## config.mk

```make
export PLATFORM = sky130hd
export DESIGN_NAME = div_unit
export DESIGN_NICKNAME = d
export VERILOG_FILES = /design/src/rtl/div_unit.sv
export SDC_FILE = /design/constraint.sdc
export NUM_CORES = 1
export LEC_CHECK = 0
export CORE_ASPECT_RATIO = 0.8
export CORE_MARGIN = 1.5
export CORE_UTILIZATION = 43
export CTS_CLUSTER_SIZE = 8
export DETAILED_ROUTE_END_ITERATION = 10
export PLACE_DENSITY = 0.78
export REMOVE_ABC_BUFFERS = 1
export SYNTH_ARGS = -nofsm -noshare
export SYNTH_HDL_FRONTEND = slang
export SYNTH_SLANG_ARGS = --single-unit
export TNS_END_PERCENT = 1
```

## constraint.sdc

```tcl
create_clock -name clk -period 4.6 [get_ports clk]
set_input_delay 1.38 -clock clk [delete_from_list [all_inputs] [get_ports clk]]
set_output_delay 1.38 -clock clk [all_outputs]
set_load 0.03 [all_outputs]
```

## src/rtl/div_unit.sv

```systemverilog
// Iterative 32-bit restoring divider for the Execute stage: one quotient bit per cycle,
// with signed operands handled as magnitudes and the signs restored once the result is ready.
module div_unit (
    input  logic        clk,
    input  logic        rst,
    input  logic        start,
    input  logic        signed_div,
    input  logic [31:0] a,
    input  logic [31:0] b,
    input  logic        annul,
    input  logic        stall_ext,
    output logic [63:0] result,
    output logic        ready,
    output logic        div_stall
);

    typedef enum logic [1:0] {
        IDLE,
        BUSY,
        DONE
    } state_t;

    state_t      state;
    state_t      state_next;
    logic [63:0] acc;
    logic [31:0] divisor;
    logic        q_neg;
    logic        r_neg;
    logic [4:0]  count;

    logic [31:0] a_mag;
    logic [31:0] b_mag;
    logic [33:0] trial;
    logic [63:0] acc_step;
    logic [31:0] q_out;
    logic [31:0] r_out;

    // The shifted partial remainder can reach 33 bits, so the trial subtraction
    // works on acc[63:31] and a 34-bit difference whose top bit is the borrow.
    always_comb begin
        a_mag    = (signed_div && a[31]) ? (32'd0 - a) : a;
        b_mag    = (signed_div && b[31]) ? (32'd0 - b) : b;
        trial    = {1'b0, acc[63:31]} - {2'b00, divisor};
        acc_step = trial[33] ? {acc[62:0], 1'b0} : {trial[31:0], acc[30:0], 1'b1};
        q_out    = q_neg ? (32'd0 - acc[31:0]) : acc[31:0];
        r_out    = r_neg ? (32'd0 - acc[63:32]) : acc[63:32];
    end

    always_comb begin
        state_next = state;
        case (state)
            IDLE: if (start) state_next = BUSY;
            BUSY: if (count == 5'd31) state_next = DONE;
            DONE: if (!stall_ext) state_next = IDLE;
            default: state_next = IDLE;
        endcase
        if (annul || rst) state_next = IDLE;
    end

    always_ff @(posedge clk) begin
        if (rst) begin
            state   <= IDLE;
            acc     <= '0;
            divisor <= '0;
            q_neg   <= 1'b0;
            r_neg   <= 1'b0;
            count   <= '0;
        end else begin
            state <= state_next;
            case (state)
                IDLE: begin
                    if (start && !annul) begin
                        acc     <= {32'd0, a_mag};
                        divisor <= b_mag;
                        q_neg   <= signed_div & (a[31] ^ b[31]);
                        r_neg   <= signed_div & a[31];
                        count   <= '0;
                    end
                end
                BUSY: begin
                    if (!annul) begin
                        acc   <= acc_step;
                        count <= count + 5'd1;
                    end
                end
                default: ;
            endcase
        end
    end

    always_comb begin
        result    = rst ? '0 : {r_out, q_out};
        ready     = (state == DONE) && !annul && !rst;
        div_stall = (((state == IDLE) && start) || (state == BUSY)) && !annul && !rst;
    end

endmodule

```

* Word level (Yosys, flattened, before mapping)
Index checks and enable logic that the tools add are counted.
Word-level totals: register bits 105, bits of input ports 70, output and inout bits 66, logic and storage cells 57
Operators by class: $add $sub $neg 6, eq/ne operators 8, muxes and demuxes 16, bitwise logic cells 3, reductions and logical operators 18
Operators with widths (count):
- $mux 64 | 4
- $mux 32 | 4
- $pmux 64 s2 | 1
- $sub 1x32->32 const A | 4
- $sub 33x32->34 | 1
- $mux 5 | 2
- $ne 2x2->1 const B | 5
- $pmux 5 s2 | 1
- $logic_and 1x1->1 | 8
- $mux 2 | 3
- $pmux 2 s3 | 1
- $reduce_and 3->1 | 2
- $add 5x1->5 const B | 1
- $eq 5x5->1 const B | 1
- $and 1x1->1 | 2
- $eq 2x1->1 const B | 1
- $eq 2x2->1 const B | 1
- $logic_not 1->1 | 2
- $logic_not 2->1 | 1
- $logic_or 1x1->1 | 2
- $reduce_and 2->1 | 1
- $reduce_bool 2->1 | 1
- $reduce_or 2->1 | 1
- $xor 1x1->1 | 1

* Longest topological paths before layout
Gate-level depths: netlist (run 1).
depth after elaboration 5, gate-level depth with buffers 14, mapped depth without buffers 13

* Least setup slack after synthesis (run 1)
OpenSTA, ideal clock, no wires.
kind input-to-output, from input port annul, to output port div_stall, arrival time 3.178 ns, required time 3.220 ns, path slack 0.042 ns, cell stages on the path 4, path buffers 1, cells stage by stage clkbuf_1 > nor4b_1 > nor2_1 > nor2_1
Between the ends: cells in the longest elaborated chain, start to end 3
Ends and longest elaborated chain:
- start: declaration | line 10 | input logic annul,
- $logic_not 1->1 | line 94 | div_stall = (((state == IDLE) && start) || (state == BUSY)) && !annul && !rst;
- $logic_and 1x1->1 (2 in a row) | line 94
- end: declaration | line 14 | output logic div_stall
No other way between the ends.

* Worst setup path in the final report (run 1)
from register acc[37], to output port result[60]
Between the ends: cells in the longest elaborated chain, start to end 3
Ends and longest elaborated chain:
- start: declaration | line 25 | logic [63:0] acc;
- start signal: assignment | line 73 | acc <= {32'd0, a_mag};
- start signal: assignment | line 82 | acc <= acc_step;
- $sub 1x32->32 | line 46 | r_out = r_neg ? (32'd0 - acc[63:32]) : acc[63:32];
- $mux 32 | line 46
- $mux 64 | line 92 | result = rst ? '0 : {r_out, q_out};
- end: declaration | line 12 | output logic [63:0] result,
No other way between the ends.

==> results.json, run 1 <==
{
  "status": "finished with violations",
  "violations": "setup timing",
  "syn_inst": 1218,
  "rows": 46,
  "grt_pass1_vias": 8162,
  "start_util": 0.443,
  "ant_nets": 0,
  "dieHeight_um": 131,
  "synth.most_common_cell": "nor2_1",
  "synth_commonest_cells": "175 x nor2_1, 119 x nand2_1, 105 x dfxtp_1, 100 x o21ai_0, 92 x xor2_1",
  "worst_pin_slew_ps": 865,
  "vdd_ir_drop_max_v": 0.000182,
  "dr.pass1.iters": 5,
  "grt_max_degree": 75,
  "synth_top_family_by_area": "compound AO/OA/AOI/OAI gates",
  "nets": 1444,
  "synth.cell_area_sq_um": 8840,
  "crit_fanout": 4,
  "ctsHoldBuffers": 0,
  "fillers": 1850,
  "synthTopCellsByArea": "dfxtp_1 24%, xor2_1 9.1%, nor2_1 7.4%",
  "place_inst": 1583,
  "pwr-share-clk": 0.316,
  "synth-simple-area-share": 0.232,
  "die_w_um": 163,
  "track_usage": 0.240,
  "met1_length_mm": 12.3,
  "fmax_ghz": 0.215,
  "yosys_register_bits": 105,
  "p_switching_w": 0.000910,
  "startpoint_type": "register",
  "combPwrFrac": 0.304,
  "slew_headroom": 0.422,
  "wl_met3_mm": 1.85,
  "p_int_w": 0.00173,
  "critical_path.endpoint_type": "primary output",
  "cts_tree": "done",
  "crit_type": "register to primary output",
  "portBuffers": 135,
  "p_leak_nw": 4.43,
  "place_ws_ps": 91.1,
  "critical_path_required_ps": 3220,
  "vias_per_cell": 5.73,
  "grt-ovfl-total": 0,
  "wl_per_cell_um": 16.2,
  "synthMuxAreaShare": 0.0192,
  "period_share": 1.01,
  "grt_pass1_wl_mm": 41.9,
  "met2WireLength_mm": 11.4,
  "clock_latency_ps": 370,
  "vias": 9195,
  "syn_avg_cell_area_sq_um": 7.26,
  "cts_root_buffer": "clkbuf_16",
  "netSwitchingFraction": 0.345,
  "antenna_cells": 0,
  "setup_tns_ps": -95.8,
  "worst_ep_arrival_time_ps": 3280,
  "whs_ps": 457,
  "min_period_ps": 4660,
  "clockBufferDepth": 2,
  "synth_edf_count": 0,
  "final-hold-violation-count": 0,
  "synthDominantCellAreaShare": 0.238,
  "cts_buffers": 9,
  "synthArstFlopShare": 0,
  "highest_layer": "met4",
  "cts.sink_count": 105,
  "slew_violations": 0,
  "routed_wl_mm": 26.0,
  "dp_hpwl_mm": 19.5,
  "hold_class": "register to register",
  "drive_above_1_share": 0.0813,
  "cp_slowest_stage_delay_ps": 530,
  "dieArea_sq_um": 21400,
  "crit_path_cell_trace": "nor4_4 > buf_4 > nand3_4 > or3_4 > or4_4 > or3_4 > nand2b_4 > o21ai_2 > xor2_1 > nor2_1 > buf_4",
  "synthFlopType": "dfxtp_1",
  "worst_slack_ps": -57.0,
  "yosysTopAreaCell": "dfxtp_1",
  "setup_viol": 2,
  "clock-skew-final_ps": 13.6,
  "ios": 136,
  "antenna_found_initial": 0,
  "synth_compound_area_frac": 0.258,
  "seqPwrFrac": 0.380,
  "drt_iter0_drc": 761,
  "yosysSeqAreaShare": 0.238,
  "yosysUniqueCellTypes": 71,
  "power.density_nw_per_um2": 242,
  "ys_warn_count": 0,
  "htreeDepth": 3,
  "globalplace.congestion": 0.932,
  "synth_adder_area_share": 0.0560,
  "fin_cells": 1604,
  "area_growth_pct": 23.3,
  "max_cap_viol_count": 0,
  "synth_xor_area_frac": 0.141,
  "path_clk_slew_ps": 80,
  "drc": 0,
  "rsz0062_at_grt": "true",
  "core_area_sq_um": 20000,
  "cpMaxStageDelayCell": "or4_4"
}
-- power by group through the flow --
stage | Sequential, W | Combinational [W] | Clock [W]
floorplan | 0.00101 | 0.000510 | 0
global placement | 0.00102 | 0.000774 | 0
detailed placement | 0.00102 | 0.000785 | 0
CTS | 0.00100 | 0.000790 | 0.000837
global route | 0.00101 | 0.000880 | 0.000870
finish | 0.00100 | 0.000802 | 0.000833
-- through the flow --
stage | cell area, sq um | utilization | power (W)
global route | 10900 | 0.546 | 0.00276
global placement | 10500 | 0.526 | 0.00179
CTS | 10800 | 0.542 | 0.00263
floorplan | 8550 | - | 0.00152
detailed placement | 10500 | 0.526 | 0.00181
finish | 10900 | 0.546 | 0.00264
-- worst paths after layout --
path	start	to	slack, ps	depth (start not counted)
setup / recovery	acc[37]$_SDFFE_PP0P_	result[60]	-60	11
hold reg to reg	divisor[30]$_SDFFE_PP0P_	divisor[30]$_SDFFE_PP0P_	460	2
setup reg to reg	acc[34]$_SDFFE_PP0P_	acc[48]$_SDFFE_PP0P_	1060	12
hold / removal	divisor[30]$_SDFFE_PP0P_	divisor[30]$_SDFFE_PP0P_	460	2
-- sequential cells by signal, indices dropped and copies added, names as in the netlist --
| signal | cells |
|---|---|
| divisor | 32 |
| state | 2 |
| acc | 64 |
| r_neg | 1 |
| count | 5 |
| q_neg | 1 |
-- worst max-delay path: cells and delay by family (launching register included) --
kind	cells	cell delay, ps
simple gates	7	1860
xor+xnor	1	160
buf+inv	2	380
compound gates	1	160
flops	1	360
-- area by class of cell --
class | count | area [sq um] | area share
Tap cell | 264 | 330 | 0.0303
Timing Repair Buffer | 175 | 1640 | 0.150
Multi-Input combinational cell | 990 | 6300 | 0.578
Sequential cell | 105 | 2110 | 0.194
Clock inverter | 7 | 92.6 | 0.00849
Inverter | 54 | 203 | 0.0186
Clock buffer | 9 | 225 | 0.0207
-- layer usage --
layer  global-route usage  up-vias
li1                     -     4544
met1                0.349     4291
met2                0.364      329
met3               0.0379       31
met4               0.0642        0
met5                    0        -
-- cell usage in the layout, fill, tap and decap left out, drive strengths merged, types with 7 or more instances in the layout --
cell type / instances
nor2b: 8
a21oi: 91
clkbuf: 12
xnor2: 50
o31ai: 21
a31oi: 14
and2: 7
nor4: 12
a311oi: 7
a22o: 7
a21o: 24
a211oi: 40
mux2i: 17
ha: 38
nor2: 175
nor3: 17
o41ai: 13
dfxtp: 105
or3: 21
o21a: 7
or4: 13
inv: 58
o21ai: 102
nand2b: 10
xor2: 92
buf: 56
nand3: 16
and3: 11
nand2: 119
clkdlybuf4s50: 107
-- cell families (layout without fill, tap and decap cells) --
family,count (synthesis),in the layout
simple gates,431,431
compound gates,361,361
xor+xnor,142,142
buf+inv,123,245
flops,105,105
mux,17,17
fa+ha+maj,39,39
-- repair_timing --
| item | CTS | global route |
|---|---|---|
| pin swaps | 0 | 7 |
| setup buffers | 0 | 5 |
| endpoints found under the hold margin | 0 | 0 |
| setup endpoints to repair | 15 | 17 |
| gates resized for setup | 13 | 20 |
No activity file was read; power rests on OpenSTA's default activity.
==> inputs of run 2 (changes only) <==
--- a/config.mk
+++ b/config.mk
@@ -5,7 +5,7 @@
 export SDC_FILE = /design/constraint.sdc
 export NUM_CORES = 1
 export LEC_CHECK = 0
-export CORE_ASPECT_RATIO = 0.8
+export CORE_ASPECT_RATIO = 1.1
 export CORE_MARGIN = 1.5
 export CORE_UTILIZATION = 43
 export CTS_CLUSTER_SIZE = 8
==> run 2 against run 1 <==
Compared with the run above:
- the run ends with DRC, setup timing left
- sequential share of layout area rose by 0.13 points
- combinational power barely moved
- clock power barely moved
- cell count fell by 1.4%
- non-clock buffer count fell by 10
- critical path depth did not move
- fmax rose by 0.22%
- power rose by 0.34%
- register-to-register slack improved by 140 ps
- clock-buffer cell count rose by 4
- largest power group unchanged
==> results.json, run 2 (synthesis results as in run 1) <==
{
  "setup_viol": 3,
  "post_dp_cell_area_sq_um": 10500,
  "layout_top_registers": "acc: 64 flops, divisor: 32 flops, count: 5 flops",
  "vdd_ir_drop_max_v": 0.000206,
  "min_period_ps": 4650,
  "whs_path_depth": 2,
  "hold_class": "register to register",
  "wl_per_cell_um": 16.3,
  "drt_iter0_drc": 745,
  "fillers": 1924,
  "regMostFlops": "acc",
  "largest_reg_flops": 64,
  "final-hold-violation-count": 0,
  "worst_ep_arrival_time_ps": 3270,
  "dieArea_sq_um": 21400,
  "drc": 7,
  "cts.sink_count": 105,
  "grt-ovfl-total": 0,
  "whs_ps": 460,
  "cts_root_buffer": "clkbuf_16",
  "dp_hpwl_mm": 19.5,
  "path_clk_slew_ps": 70,
  "fmax_ghz": 0.215,
  "ctsHoldBuffers": 0,
  "crit_type": "register to primary output",
  "power.density_nw_per_um2": 245,
  "nets": 1434,
  "dieHeight_um": 153,
  "cts_buffers": 9,
  "min_to": "divisor[28]$_SDFFE_PP0P_",
  "worst_slack_ps": -46.7,
  "dr.pass1.iters": 8,
  "worst_pin_slew_ps": 893,
  "portBuffers": 135,
  "slew_violations": 0,
  "total_power_w": 0.00265,
  "r2r_start": "acc[31]$_SDFFE_PP0P_",
  "antenna_cells": 0,
  "grt_pass1_vias": 8506,
  "max_cap_viol_count": 0,
  "drive_above_1_share": 0.0729,
  "r2r_cells": 14,
  "cts_setup_buffers": 0,
  "grt_pass1_wl_mm": 42.0,
  "cts_tree": "done",
  "rows": 54,
  "place_inst": 1566,
  "final_area_sq_um": 10800,
  "start_util": 0.442,
  "timing.rr.end": "acc[58]$_SDFFE_PP0P_",
  "critical_path_required_ps": 3220,
  "core_area_sq_um": 20000,
  "track_usage": 0.239,
  "vias_per_cell": 5.75,
  "p_leak_nw": 4.36,
  "clock_latency_ps": 360,
  "clockBufferDepth": 2,
  "grt_max_degree": 63,
  "layout_common_cells": "173 x nor2_1, 119 x nand2_1, 107 x clkdlybuf4s50_1, 103 x dfxtp_1, 100 x o21ai_0",
  "antenna_found_initial": 0,
  "r2r_slack_ps": 1200,
  "setup_tns_ps": -116,
  "htreeDepth": 3,
  "fin_cells": 1582,
  "globalplace.congestion": 0.944,
  "period_share": 1.01,
  "die_w_um": 140,
  "clock-skew-final_ps": 8.63,
  "area_growth_pct": 22.1,
  "crit_fanout": 6,
  "startpoint_type": "register",
  "routed_wl_mm": 25.9,
  "critical_path.endpoint_type": "primary output",
  "rsz0062_at_grt": "true",
  "slew_headroom": 0.404,
  "status": "finished with violations",
  "ant_nets": 0,
  "hold_start": "divisor[28]$_SDFFE_PP0P_",
  "ios": 136,
  "final_common_cell": "nor2_1",
  "violations": "DRC, setup timing",
  "vias": 9090
}
-- run 2: power breakdown --
group | switching (W) | total (W) | internal (W)
logic | 0.000464 | 0.000805 | 0.000341
registers | 0.0000548 | 0.00101 | 0.000952
clock network | 0.000365 | 0.000834 | 0.000470
-- run 2: worst max path at each step --
| stage | startpoint | end | depth (start not counted) |
|---|---|---|---|
| 2_1_floorplan | annul | div_stall | 3 |
| 3_3_place_gp | acc[2]$_SDFFE_PP0P_ | result[27] | 9 |
| 3_5_place_dp | acc[2]$_SDFFE_PP0P_ | result[27] | 9 |
| 4_1_cts | acc[35]$_SDFFE_PP0P_ | result[62] | 11 |
| 5_1_grt | acc[35]$_SDFFE_PP0P_ | result[58] | 10 |
| 6_report | acc[35]$_SDFFE_PP0P_ | result[62] | 11 |
-- run 2: worst max-delay path: stages (launching register included) --
cell and delay [ps]:
dfxtp_2 360, nor4_4 310, buf_4 180, nand3_2 120, or3_4 400, or4_4 450, or3_4 400, nand2b_4 160
o21ai_2 140, xor2_1 150, nor2_1 50, buf_4 190
-- run 2: area by class of cell --
class | instances | area (sq um) | share of cell area
clock buffer | 13 | 270 | 0.0250
clock inverter | 3 | 47.5 | 0.00440
inverter | 54 | 203 | 0.0188
sequential | 105 | 2100 | 0.195
multi-input combinational | 990 | 6300 | 0.584
tap | 252 | 315 | 0.0292
timing repair buffer | 165 | 1550 | 0.144
-- run 2: layer usage --
layer  part of all wire  GRT usage
met4              0.032      0.102
met3              0.063     0.0348
met5                  0          0
met1               0.42      0.299
met2               0.48      0.408
-- run 2: timing repair --
action	4_1_cts	5_1_grt
gates resized for setup	17	13
setup endpoints to repair	16	25
pin swaps	0	1
-- run 2: metrics by stage --
stage / utilization / setup slack, ps
after floorplan: - / -6560
after detailed placement: 0.523 / 112
after global routing: 0.540 / -157
after CTS: 0.539 / -34.8
after global placement: 0.523 / 181
final: 0.540 / -46.7
==> patch 1: new RTL, config.mk and constraints of run 2 <==
Register the input `signed_div` before use, with the module's reset. The logic sees it one clock later. The other inputs are not delayed to match.
--- a/src/rtl/div_unit.sv
+++ b/src/rtl/div_unit.sv
@@ -22,2 +22,12 @@
 
+    logic signed_div_q;
+
+    always_ff @(posedge clk) begin
+        if (rst) begin
+            signed_div_q <= '0;
+        end else begin
+            signed_div_q <= signed_div;
+        end
+    end
+
     state_t      state;
@@ -40,4 +50,4 @@
     always_comb begin
-        a_mag    = (signed_div && a[31]) ? (32'd0 - a) : a;
-        b_mag    = (signed_div && b[31]) ? (32'd0 - b) : b;
+        a_mag    = (signed_div_q && a[31]) ? (32'd0 - a) : a;
+        b_mag    = (signed_div_q && b[31]) ? (32'd0 - b) : b;
         trial    = {1'b0, acc[63:31]} - {2'b00, divisor};
@@ -74,4 +84,4 @@
                         divisor <= b_mag;
-                        q_neg   <= signed_div & (a[31] ^ b[31]);
-                        r_neg   <= signed_div & a[31];
+                        q_neg   <= signed_div_q & (a[31] ^ b[31]);
+                        r_neg   <= signed_div_q & a[31];
                         count   <= '0;
Check against the original RTL: not equivalent (a bounded check fails within 4 cycles, from zero or initial values and one cycle with rst high).
==> patch 1 against run 2 <==
The run ends with negative setup slack left; sequential cell count grew 1; design area is 1.5% lower; count of clock-buffer cells in the layout is 2 lower; routed wire length decreased by 8.4%; clock power shrank 12%; setup slack lost 0.068 ns; power fell by 9.0%; area after synthesis is 1.9% lower.
==> patch 1: results (changes against run 2) <==
- Clock sinks: 106 (+0.95%)
- Final Skew: 0.00833 ns (-0.000308 ns)
- Post-Place Setup Slack: 0.0781 ns (-0.0336 ns)
- Synth cell count leaders: nor2_1, nand2_1, dfxtp_1
- First-pass GRT wire length: 39.0 mm (-7.0%)
- Routed len/inst: 15.0 µm (-8.0%)
- Met2 wire length: 11.7 mm (-6.2%)
- Status: complete, but fails checks
- Final setup viols: 4 (+1)
- Met3 routed WL: 1.15 mm (-30%)
- PD cells: 226 nW/µm² (-7.6%)
- Tot GR Track Use: 22.2% (-1.6 points)
- NonClk Buf Share: 15.0% (+0.59 points)
- Met2 GRT Util: 40.2% (-0.66 points)
- Clock Network Area Fraction: 2.54% (-0.40 points)
- Non-clk bufs: 172 (+4.2%)
- GR Util met3: 2.99% (-0.48 points)
- # fillers: 1913 (-0.57%)
- DR iter-0 viols: 535 (-28%)
- Cts repair resizes: 10 (-7)
- First-pass DRT Iterations: 5 (-3)
- Vias per std cell: 5.59 (-2.6%)
- Distinct cells, synth: 61 (-14%)
- DP HPWL: 17.5 mm (-10%)
- Failing checks: negative setup slack
- WL met1: 10.3 mm (-5.8%)
- Register area: 2120 µm² (+0.95%)
- Multi-input logic area: 6160 µm² (-2.3%)
- Vias: 8805 (-3.1%)
- Layout cells sized above 1: 7.87% (+0.57 points)
- Sequential cell area fraction in the yosys report: 24.5% (+0.70 points)
- Routability cong.: 0.921 (-2.5%)
- Ranking of synthesized cells by area: dfxtp_1, xor2_1, nor2_1, a21oi_1, ha_1
- GR Util met1: 27.0% (-2.9 points)
- Setup_tns: -0.310 ns (-0.193 ns)
- Leakage: 0.00423 µW (-3.0%)
- Post-synthesis cell count: 1209 (-0.74%)
- Slowest Stage Delay on Critical Path: 0.47 ns (+0.02 ns)
- Vias in the first global route: 8189 (-3.7%)
- Largest net degree at the start of global routing: 72 (+14%)
- Inverters: 45 (-17%)
- Final worst-path setup slack: -0.115 ns (-0.0682 ns)
- Layout net count: 1427 (-0.49%)
[patch 1: worst paths after layout]
| path | endpoint | cells after the start | start | slack (ns) |
|---|---|---|---|---|
| max | result[63] | 9 | acc[43]$_SDFFE_PP0P_ | -0.11 |
| max reg2reg | acc[33]$_SDFFE_PP0P_ | 11 | acc[35]$_SDFFE_PP0P_ | 1.27 |
| min reg2reg | divisor[16]$_SDFFE_PP0P_ | 2 | divisor[16]$_SDFFE_PP0P_ | 0.46 |
| min | divisor[16]$_SDFFE_PP0P_ | 2 | divisor[16]$_SDFFE_PP0P_ | 0.46 |
[patch 1: cells by family after synthesis]
| logic type | synth area share [%] |
|---|---|
| compound gates | 25.4 |
| xor+xnor | 14.2 |
| fa+ha+maj | 5.71 |
| buf+inv | 5.60 |
| flops | 24.5 |
| mux | 0.577 |
| simple gates | 24.0 |
[patch 1: report_power, final]
part / switching (µW) / leakage, µW / internal, µW
logic: 388 / 0.00323 / 290
registers: 39.1 / 0.000865 / 957
clock network: 354 / 0.000136 / 381
==> patch 2: new RTL, flow settings as in run 2 <==
Made on the original files. The 3 states of `state_t` get a one-hot encoding in 3 bits.
--- a/src/rtl/div_unit.sv
+++ b/src/rtl/div_unit.sv
@@ -16,6 +16,6 @@
 
-    typedef enum logic [1:0] {
-        IDLE,
-        BUSY,
-        DONE
+    typedef enum logic [2:0] {
+        IDLE = 3'b001,
+        BUSY = 3'b010,
+        DONE = 3'b100
     } state_t;
Formal check against the unedited RTL: no difference found for any inputs over 4 cycles, from zero or initial values and one cycle with rst high; so few cycles prove little.
==> patch 2 against run 2 <==
The flow finishes with violations (design-rule violations); count of clock-buffer cells in the layout unchanged; setup slack better by 0.10 ns; routed wire length down 4.8%; clock skew up 0.00090 ns; non-clock buffer count unchanged; power down 10%; sequential cell count up 1; hold slack worse by 0.0019 ns; area after synthesis down 0.82%; design area down 1.0%; critical endpoint is now result[21]; largest power group unchanged.
==> patch 2: results (changes against run 2) <==
- Post-synthesis cell count: 1231 (+1.1%)
- Reg2reg end: acc[38]$_SDFFE_PP0P_
- Slowest Stage Delay on Critical Path: 0.67 ns (+0.22 ns)
- Post-Place Setup Slack: 0.123 ns (+0.0108 ns)
- Root buf cell: clkbuf_16
- Failing checks: design-rule violations
- Leakage: 0.00428 µW (-1.9%)
- Final worst-path setup slack: 0.0578 ns (+0.104 ns)
- Sequential cell area fraction in the yosys report: 24.2% (+0.42 points)
- Biggest register: acc
- Maximum VDD drop: 0.181 mV (-12%)
- Commonest register cell after synthesis: dfxtp_1
- WL met1: 10.9 mm (+0.20%)
- Multi-input logic area: 6210 µm² (-1.5%)
- Met2 wire length: 11.7 mm (-6.2%)
- Sw Pwr: 775 µW (-12%)
- GR Util met1: 29.5% (-0.43 points)
- Final Skew: 0.00953 ns (+0.000897 ns)
- Clock tree buffer depth: 2 (unchanged)
- Reg2Reg Setup Slack: 1.15 ns (-0.05 ns)
- Tot GR Track Use: 22.8% (-1.1 points)
- CP max-delay cell: clkdlybuf4s50_1
- Critical path endpoint: result[21]
- GR Util met3: 3.08% (-0.40 points)
- Layout cells sized above 1: 5.58% (-1.7 points)
- Met3 routed WL: 1.40 mm (-14%)
- Routability cong.: 0.942 (-0.28%)
- Clock slew at reported path FFs: 0.07 ns (about the same)
- Post-Synth XOR/XNOR Area: 13.7% (-0.38 points)
- Vias per std cell: 5.76 (+0.19%)
- Synth Area in Compound Gates: 24.2% (-1.6 points)
- Distinct cells, synth: 60 (-15%)
- Diodes inserted: 0 (unchanged)
- Total Wirelength: 24.6 mm (-4.8%)
- # fillers: 1861 (-3.3%)
- Layout net count: 1448 (+0.98%)
- Largest net degree at the start of global routing: 73 (+16%)
- DP HPWL: 18.6 mm (-4.9%)
- Status: complete, but fails checks
- Hold WC Path Type: reg -> reg
- Synth Area in Adders: 5.65% (+0.046 points)
- Antenna violations before repair: 0 (unchanged)
- First-pass GRT wire length: 40.5 mm (-3.6%)
- Area post-placement: 10400 µm² (-0.28%)
- Slew @ Worst Pin: 0.810 ns (-0.0823 ns)
- Final non-filler cell total: 1595 (+0.82%)
- Synth cell count leaders: nor2_1, nand2_1, dfxtp_1
- Mux share of post-synthesis cell area: 0.342% (-1.6 points)
- Critical path peak fanout: 5 (-1)
- Vias in the first global route: 8298 (-2.4%)
- Ranking of synthesized cells by area: dfxtp_1, xor2_1, nor2_1, ha_1, nand2_1
- FF-to-FF Start: acc[57]$_SDFFE_PP0P_
- Critical path startpoint: acc[8]$_SDFFE_PP0P_
- Worst Reg-to-Reg Cells: 10 (-4)
- Drc violations: 10 (+3)
- Met2 GRT Util: 38.8% (-2.0 points)
- DR iter-0 viols: 601 (-19%)
## patch 2: changes by cell type in the layout (fill, tap and decap cells not counted), sizes merged, moves of 7 or more
cell,before,now
o21ai,102,66
nor2,175,194
nand2,119,112
nand3,16,84
mux2i,17,3
nor3,17,25
a21o,24,12
a21oi,91,77
a32oi,1,9
## patch 2: power groups by stage
stage	logic [µW]	clock network [µW]	registers, µW
final	669	716	993
after global placement	654	0	1010
after global routing	734	758	998
after floorplan	424	0	1010
after CTS	665	728	992
after detailed placement	662	0	1010
## patch 2: cell type report
| cell class | count | share of cell area [%] |
|---|---|---|
| multi-input combinational | 1002 | 58.1 |
| sequential | 106 | 19.9 |
| timing repair buffer | 165 | 14.8 |
| tap | 252 | 2.95 |
| clock buffer | 13 | 2.25 |
| inverter | 55 | 1.93 |
| clock inverter | 2 | 0.140 |
## patch 2: timing repair
item | 4_1_cts | 5_1_grt
setup endpoints to repair | 8 | 8
cloned | 0 | 0
gates resized for setup | 8 | 9
## patch 2: how the worst min path moves through the flow
stage / startpoint / end / slack, ns
after floorplan: divisor[14]$_SDFFE_PP0P_ / divisor[14]$_SDFFE_PP0P_ / 0.43
after global placement: divisor[16]$_SDFFE_PP0P_ / divisor[16]$_SDFFE_PP0P_ / 0.44
after detailed placement: divisor[18]$_SDFFE_PP0P_ / divisor[18]$_SDFFE_PP0P_ / 0.45
after CTS: r_neg$_SDFFE_PP0P_ / r_neg$_SDFFE_PP0P_ / 0.46
after global routing: r_neg$_SDFFE_PP0P_ / r_neg$_SDFFE_PP0P_ / 0.48
final: divisor[16]$_SDFFE_PP0P_ / divisor[16]$_SDFFE_PP0P_ / 0.46
## patch 2: tightest hold or removal path: stages (launching register included)
cell	delay (ns)
dfxtp_1	0.31
nand2_1	0.05
a21oi_1	0.05
